### src/rtl/ifu_fetch.sv
// ifu_fetch: credit-limited instruction fetch with a 2-entry {pc, ins} FIFO and redirect flush.
// Define IFU_ALIGN_CHK_EN to fault misaligned redirect targets into HALT and raise o_misalign.
module ifu_fetch #(
   parameter int                   CPU_WIDTH = 64,
   parameter int                   INS_WIDTH = 32,
   parameter logic [CPU_WIDTH-1:0] RESET_PC  = CPU_WIDTH'(64'h8000_0000)
) (
   input  logic                 i_clk,
   input  logic                 i_rst_n,
   input  logic                 i_stall,
   input  logic                 i_redirect,
   input  logic [CPU_WIDTH-1:0] i_redirect_pc,
   output logic                 o_imem_req_valid,
   input  logic                 i_imem_req_ready,
   output logic [CPU_WIDTH-1:0] o_imem_addr,
   input  logic                 i_imem_rsp_valid,
   input  logic [INS_WIDTH-1:0] i_imem_rsp_data,
   output logic                 o_if_valid,
   input  logic                 i_if_ready,
   output logic [INS_WIDTH-1:0] o_ifu_ins,
   output logic [CPU_WIDTH-1:0] o_ifu_pc,
   output logic                 o_misalign
);
`ifdef IFU_ALIGN_CHK_EN
   typedef enum logic [1:0] {RUN, FLUSH, HALT} state_t;
`else
   typedef enum logic [1:0] {RUN, FLUSH} state_t;
`endif
   state_t               state_q, state_d;
   logic [CPU_WIDTH-1:0] pc_q, pc_d, rsp_pc_q, rsp_pc_d, redir_pc;
   logic [1:0]           osd_q, osd_d, drp_q, drp_d, cnt_q, cnt_d;
   logic                 wp_q, wp_d, rp_q, rp_d, held_q, held_d;
   logic                 new_req, hs, push, pop;
   logic [CPU_WIDTH-1:0] pc_mem_q  [2];
   logic [INS_WIDTH-1:0] ins_mem_q [2];
`ifdef IFU_ALIGN_CHK_EN
   logic bad, misalign_q, misalign_d;
   assign bad        = i_redirect_pc[1:0] != 2'b00;
   assign redir_pc   = i_redirect_pc;
   assign misalign_d = i_redirect ? bad : misalign_q;
   assign o_misalign = i_rst_n && misalign_q;
`else
   assign redir_pc   = i_redirect_pc & ~CPU_WIDTH'(3);
   assign o_misalign = 1'b0;
`endif
   always_comb begin
      new_req          = state_q == RUN && !i_stall && !i_redirect && ({1'b0, osd_q} + {1'b0, cnt_q} < 3'd2);
      o_imem_req_valid = i_rst_n && (held_q || new_req);
      o_imem_addr      = pc_q;
      hs               = o_imem_req_valid && i_imem_req_ready;
      push             = i_imem_rsp_valid && drp_q == 2'd0 && !i_redirect;
      o_if_valid       = i_rst_n && cnt_q != 2'd0;
      pop              = o_if_valid && i_if_ready && !i_redirect;
      o_ifu_ins        = o_if_valid ? ins_mem_q[rp_q] : '0;
      o_ifu_pc         = o_if_valid ? pc_mem_q[rp_q] : '0;
      // a raised request stays up through stalls; only a redirect abandons it
      held_d           = !i_redirect && o_imem_req_valid && !i_imem_req_ready;
      osd_d            = osd_q + 2'(hs) - 2'(i_imem_rsp_valid);
      drp_d            = i_redirect ? osd_d : (i_imem_rsp_valid && drp_q != 2'd0) ? drp_q - 2'd1 : drp_q;
      pc_d             = i_redirect ? redir_pc : hs ? pc_q + CPU_WIDTH'(4) : pc_q;
      rsp_pc_d         = i_redirect ? redir_pc : push ? rsp_pc_q + CPU_WIDTH'(4) : rsp_pc_q;
      cnt_d            = i_redirect ? 2'd0 : cnt_q + 2'(push) - 2'(pop);
      wp_d             = i_redirect ? 1'b0 : wp_q ^ push;
      rp_d             = i_redirect ? 1'b0 : rp_q ^ pop;
      state_d          = i_redirect ? (osd_d != 2'd0 ? FLUSH : RUN) :
                         (state_q == FLUSH && drp_d == 2'd0) ? RUN : state_q;
`ifdef IFU_ALIGN_CHK_EN
      if (i_redirect && bad) state_d = HALT;
`endif
   end
   always_ff @(posedge i_clk) begin
      if (!i_rst_n) begin
         state_q  <= RUN;
         pc_q     <= RESET_PC;
         rsp_pc_q <= RESET_PC;
         osd_q    <= 2'd0;
         drp_q    <= 2'd0;
         cnt_q    <= 2'd0;
         wp_q     <= 1'b0;
         rp_q     <= 1'b0;
         held_q   <= 1'b0;
`ifdef IFU_ALIGN_CHK_EN
         misalign_q <= 1'b0;
`endif
      end else begin
         state_q  <= state_d;
         pc_q     <= pc_d;
         rsp_pc_q <= rsp_pc_d;
         osd_q    <= osd_d;
         drp_q    <= drp_d;
         cnt_q    <= cnt_d;
         wp_q     <= wp_d;
         rp_q     <= rp_d;
         held_q   <= held_d;
`ifdef IFU_ALIGN_CHK_EN
         misalign_q <= misalign_d;
`endif
      end
   end
   always_ff @(posedge i_clk) begin
      if (push) begin
         pc_mem_q[wp_q]  <= rsp_pc_q;
         ins_mem_q[wp_q] <= i_imem_rsp_data;
      end
   end
endmodule

### config.mk
export PLATFORM = sky130hd
export DESIGN_NAME = ifu_fetch
export DESIGN_NICKNAME = d
export VERILOG_FILES = /design/src/rtl/ifu_fetch.sv
export SDC_FILE = /design/constraint.sdc
export NUM_CORES = 1
export LEC_CHECK = 0
export BUFFER_PORTS_ARGS = -buffer_cell sky130_fd_sc_hd__buf_2
export CAP_MARGIN = 20
export CORE_MARGIN = 3
export CORE_UTILIZATION = 40
export CTS_BUF_LIST = sky130_fd_sc_hd__clkbuf_16
export DETAILED_ROUTE_END_ITERATION = 8
export PLACE_DENSITY = 0.63
export SLEW_MARGIN = 20
export SYNTH_ARGS = -nofsm -noshare
export SYNTH_HDL_FRONTEND = slang
export SYNTH_SLANG_ARGS = --single-unit
### constraint.sdc
create_clock -name i_clk -period 4.4 [get_ports i_clk]
set_input_delay 0.88 -clock i_clk [delete_from_list [all_inputs] [get_ports i_clk]]
set_output_delay 0.88 -clock i_clk [all_outputs]
set_load 0.05 [all_outputs]
==> results of run 1 <==
[layout by cell type, fill, tap and decap left out, types with 6 or more instances in the layout]
| cell type | n |
|---|---|
| mux2i_1 | 107 |
| clkinv_1 | 7 |
| nor2_1 | 146 |
| edfxtp_1 | 188 |
| inv_1 | 23 |
| xor2_1 | 37 |
| o31ai_1 | 7 |
| nor4_1 | 36 |
| a211oi_1 | 13 |
| nand4_1 | 67 |
| and2_1 | 12 |
| nand3_1 | 47 |
| a31oi_1 | 9 |
| a21oi_1 | 85 |
| nand2_1 | 61 |
| or3_1 | 6 |
| or2_2 | 12 |
| buf_2 | 258 |
| nor4b_1 | 9 |
| nor3b_1 | 10 |
| o21ai_0 | 71 |
| clkinv_2 | 7 |
| ha_1 | 7 |
| and3_1 | 27 |
| nor2b_1 | 6 |
| buf_4 | 18 |
| o21a_1 | 9 |
| nor3_1 | 46 |
| dfxtp_1 | 133 |
| clkbuf_16 | 38 |
| bufinv_16 | 9 |
| xnor2_1 | 44 |
| and4_1 | 24 |
[layout make-up]
type,count,area [um2],share of cell area (%)
Antenna cell,1,2.50,0.0140
Tap cell,461,577,3.23
Clock buffer,38,951,5.32
Inverter,22,85.1,0.476
Clock inverter,28,364,2.04
Multi-Input combinational cell,950,6080,34.0
Timing Repair Buffer,279,1490,8.31
Sequential cell,322,8330,46.6
[power by group through the flow]
stage	clock network [mW]	registers [mW]	logic, mW
floorplan	0	3.63	0.360
global placement	0	3.54	0.690
detailed placement	0	3.55	0.699
CTS	3.38	3.48	0.703
global route	3.50	3.50	0.759
finish	3.31	3.49	0.699
[layer usage]
metal	global-route usage, %	vias to the layer above	wire length, um
met5	0	-	13
met4	6.32	2	1140
met3	3.37	71	2780
met2	30.6	455	18000
met1	29.5	5529	19000
li1	-	5586	-
[metrics by stage]
step	hold slack [ns]	utilization [%]	instance area (um2)
after floorplan	0.424	-	14800
final	0.528	49.7	17900
after detailed placement	0.512	46.0	16600
after CTS	0.521	49.7	17900
after global placement	0.507	46.0	16600
after global routing	0.531	49.7	17900
[final timing paths]
path	start	to	depth (start not counted)
worst min-delay path	rsp_pc_q[62]	pc_mem_q[1][62]	0
worst max register to register	cnt_q[0]	drp_q[1]	13
worst max-delay path	cnt_q[0]	o_imem_req_valid	6
worst min register to register	rsp_pc_q[62]	pc_mem_q[1][62]	0
[registers in the layout (all words and copies together) (netlist names)]
| name | cells |
|---|---|
| drp_q | 2 |
| osd_q | 2 |
| state_q | 1 |
| ins_mem_q | 64 |
| cnt_q | 2 |
| held_q | 1 |
| rsp_pc_q | 62 |
| o_imem_addr | 62 |
| wp_q | 1 |
| pc_mem_q | 124 |
| rp_q | 1 |
[worst reg2reg max path, stage by stage, from the launching register on]
cell and delay [ns]:
dfxtp_1 0.41, and2_1 0.17, fa_1 0.43, nor4_2 0.50, a21o_1 0.21, buf_4 0.26
clkinv_1 0.28, ha_1 0.36, inv_1 0.04, ha_1 0.18, xor2_1 0.15, xnor2_1 0.24
nand2_1 0.10, o211a_1 0.14
[cells by family after synthesis]
family | after synthesis | share of synthesized area (%)
buffers and inverters | 108 | 2.88
adder cells (fa/ha/maj) | 10 | 0.898
AND/OR/NAND/NOR | 534 | 19.4
other | 1 | 0.0254
flip-flops | 322 | 56.4
XOR/XNOR | 81 | 4.80
multiplexers | 112 | 7.63
AO/OA/AOI/OAI | 208 | 7.94
==> metrics, run 1 <==
status=complete, no violations; number of global-route vias before repair=~11000; drt total wl=~41000 um; first-pass GRT wire length=about 62000 um; global route overflow=0; crit path kind=register to output pin; setup ws final=slightly above 0.8 ns; Die Wd=~200 um; Clock Path Buffers=3; Yosys reg bits=roughly 320; min Tclk post-route=roughly 3.6 ns; Sw Share=roughly a quarter; ranking of synthesized cells by area=edfxtp_1, dfxtp_1, mux2i_1; Yosys top cell by area=edfxtp_1; cells after synthesis=roughly 1400; Core Area=36000 um2; synthesized area per cell=between 10 and 15 um2; number of max-cap violations=0; Synth Flop Type=edfxtp_1; post-synthesis sequential area ratio=a little under three fifths; Fin. Hold Viols=0; Async SR Flop Fraction=0%; area share of the largest cell type after synthesis=a little under two fifths; Clock power frac=around 44%; Worst VDD drop=around 0.25 mV; Clock Sink Count=approximately 320; Largest stage delay, worst path=0.50 ns; CTS tree=yes; worst-margin pin slew=1.03 ns; Int Power=5.65 mW; CTS Hold Bufs=0; row count=69; Rel. slew slack=a little under a third; worst-path maximum fanout=6; post-synth design cell area=between 10000 and 15000 um2; CTS Root Cell=clkbuf_16; die area=just under 40000 um2; CP Launch Type=register; I/O pin total=between 200 and 300; Initial Util=a little over 40%; Total Power=~7.5 mW; number of port buffers=around 260; Total GRT Usage=roughly a fifth; Initial DRC Count=roughly 820; via/cell ratio=5.54; Placed Cells=2034; worst path required time=3.52 ns; Commonest cells post-synth=edfxtp_1, nor2_1, dfxtp_1; Critical Path AT=~2.7 ns; area grow syn2layout=21.0%; net switching power=about 1.8 mW; Worst path slowest cell=nor4_2; Pleak=roughly 6.5 nW; pre-CTS setup slack=~0.8 ns; most frequent cell after synthesis=edfxtp_1; Slew Limit Fails=0; setup bufs post-CTS=0; RSZ-0062 raised after global routing=no; Worst-path clk slew=about 0.06 ns; CP bufs+invs=1; Fin Setup TNS=0 ns; worst-path cell chain=and2_1 > fa_1 > nor4_2 > a21oi_1 > nor2b_1 > buf_2; R2R Setup Slk=0.83 ns; Clock Latency Late Sink=0.52 ns; final cell count without fillers=~2100; largest net degree at the start of global routing=72; fill cell count=between 3000 and 4000; TritonCTS Buffers=36; crit end category=output pin; Ys Warns=0; Seq pwr share=a little under half; Netlist cell types=56; via count=between 10000 and 15000; RD Place Congestion=roughly 0.9; Die Y=approximately 200 um; antenna-violating nets left=0; layout cells sized above 1=between 20% and 30%; CTS resizes=0; Post-route DRC=0; final-stage net count=around 1700; final setup vio count=0; initial antenna violation count=3; Comb power frac=a little under a tenth; maximum clock rate=around 280 MHz; clock skew=~0.018 ns; P per Cell Area=around 420 nW/um2; DP HPWL=29300 um; HP Class=register to register; DR WL/cell=19.5 um; TritonRoute pass-1 iters=6; H-tree depth=2; Post-synth EDFFs=between 150 and 200; Final period util=between 80% and 90%; CP delay by family, top=simple AND/OR/NAND/NOR gates
(Power assumes the default switching activity.)
==> run 2, diff against run 1 <==
==> constraint.sdc (replaced) <==
create_clock -name i_clk -period 2.9 [get_ports i_clk]
set_input_delay 0.58 -clock i_clk [delete_from_list [all_inputs] [get_ports i_clk]]
set_output_delay 0.58 -clock i_clk [all_outputs]
set_load 0.05 [all_outputs]
==> metrics, run 2 (synthesis results as in run 1) <==
DR WL/cell=19.7 um (+0.87%); Die Wd=198 um (unchanged); TritonRoute pass-1 iters=6 (unchanged); Most flops, register=pc_mem_q; first-pass GRT wire length=62100 um (about the same); Final period util=roughly 99%; RD Place Congestion=0.936 (+3.6%); number of port buffers=258 (unchanged); P per Cell Area=602 nW/um2 (+43%); final-stage net count=1756 (+1.9%); placed instance area=16900 um2 (+2.3%); final instance area=18200 um2 (+1.7%); layout cells sized above 1=24.1% (+1.4 points); CTS Hold Bufs=0 (unchanged); FF-to-FF End=o_imem_addr[51]; number of max-cap violations=0 (unchanged); WHS=0.254 ns (-0.274 ns); largest registers=pc_mem_q x124, ins_mem_q x64; crit end category=output pin; Initial DRC Count=935 (+14%); Largest stage delay, worst path=0.46 ns (-0.04 ns); setup ws final=0.0395 ns (-0.784 ns); CTS tree=yes; Pleak=6.64 nW (+2.3%); final setup vio count=0 (unchanged); crit path kind=register to output pin; Clock Latency Late Sink=0.52 ns (about the same); die area=39300 um2 (unchanged); number of global-route vias before repair=11000 (+0.11%); CP delay by family, top=simple AND/OR/NAND/NOR gates; drt total wl=42000 um (+2.5%); maximum clock rate=between 300 and 400 MHz; Rel. slew slack=51.2% (+20 points); Die Y=198 um (unchanged); CP Launch Type=register; Worst path slowest cell=fa_2; worst-path maximum fanout=3 (-3); fill cell count=3270 (+1.1%); Worst VDD drop=0.355 mV (+43%); Min-Delay Endpoint=ins_mem_q[0][28]; row count=69 (unchanged); largest net degree at the start of global routing=88 (+22%); Slew Limit Fails=0 (unchanged); max FFs per register=124 (unchanged); Clock Sink Count=322 (unchanged); pre-CTS setup slack=0.157 ns (-0.649 ns); area grow syn2layout=23.1%; global route overflow=0 (unchanged); hold depth=1 (+1); DP HPWL=29700 um (+1.5%); RR Startpoint=cnt_q[0]; I/O pin total=266 (unchanged); Total GRT Usage=20.0% (-0.11 points); worst-path cell chain=and2_4 > fa_2 > nor4_4 > buf_4 > a21oi_2 > nor2b_2 > buf_6; TritonCTS Buffers=37 (+2.8%); Post-route DRC=0 (unchanged); HP Class=input port to register; R2R Setup Slk=0.22 ns (-0.61 ns); Worst-path clk slew=0.06 ns (about the same); antenna-violating nets left=0 (unchanged); commonest non-fill, non-tap cell in the layout=buf_2; most frequent cells in the layout=buf_2, edfxtp_1, nor2_1, dfxtp_1, mux2i_1; Critical Path AT=2.28 ns (-0.42 ns); via/cell ratio=5.55 (+0.22%); min Tclk post-route=about 2.9 ns; clock skew=0.0242 ns (+0.00641 ns); Core Area=36000 um2 (unchanged); Total Power=10.9 mW (+46%); worst path required time=2.32 ns (-1.20 ns); Placed Cells=2062 (+1.4%); Worst Min Path Start=i_imem_rsp_data[28]; CP bufs+invs=2 (+1); Clock Path Buffers=3 (unchanged); initial antenna violation count=2 (-1); final cell count without fillers=2134 (+1.6%); Initial Util=41.0% (unchanged); H-tree depth=2 (unchanged); worst-margin pin slew=0.732 ns (-0.300 ns); via count=11900 (+1.8%); Fin. Hold Viols=0 (unchanged); reg2reg path depth=9 (-4); CTS Root Cell=clkbuf_16; status=complete, no violations
[run 2: cell type report]
type / count / area (um2) / area share (%)
tap: 461 / 577 / 3.17
timing repair buffer: 309 / 1880 / 10.3
clock buffer: 39 / 976 / 5.37
clock inverter: 28 / 213 / 1.17
antenna: 2 / 5.00 / 0.0275
sequential: 322 / 8340 / 45.9
inverter: 22 / 86.3 / 0.475
multi-input combinational: 951 / 6110 / 33.6
[run 2: where the power goes]
group          switching, mW  total (mW)  internal [mW]  leakage [nW]
sequential             0.216        5.28           5.07          2.86
clock                   1.85        4.54           2.70         0.608
combinational          0.754        1.11          0.358          3.17
[run 2: worst max path at each step]
stage                           from  slack (ns)                to  depth (start not counted)
after global placement      cnt_q[0]        0.17        state_q[0]                         13
after global routing        cnt_q[0]    -0.00009  o_imem_req_valid                          7
after detailed placement    cnt_q[0]        0.16   o_imem_addr[51]                          9
final                       cnt_q[0]        0.04  o_imem_req_valid                          7
after floorplan           i_redirect       -0.39   ins_mem_q[1][0]                          7
after CTS                   cnt_q[0]       0.002  o_imem_req_valid                          7
[run 2: timing repair]
item | CTS | global route
pin swaps | 3 | 3
resized for setup | 5 | 6
setup endpoints to repair | 28 | 68
gates cloned | 0 | 1
buffers inserted | 1 | 1
[run 2: layer usage]
metal / track usage (%) / up-vias / wire [um]
li1: - / 5663 / -
met3: 3.86 / 78 / 3090
met2: 30.7 / 446 / 18500
met1: 28.8 / 5665 / 19200
met4: 6.21 / 0 / 1160
met5: 0 / - / 0
[run 2: metrics by stage]
stage | util [%] | TNS [ns]
floorplan | - | -72.39
global placement | 47.1 | 0
detailed placement | 47.1 | 0
CTS | 50.4 | 0
global route | 50.5 | -0.0000944
finish | 50.5 | 0
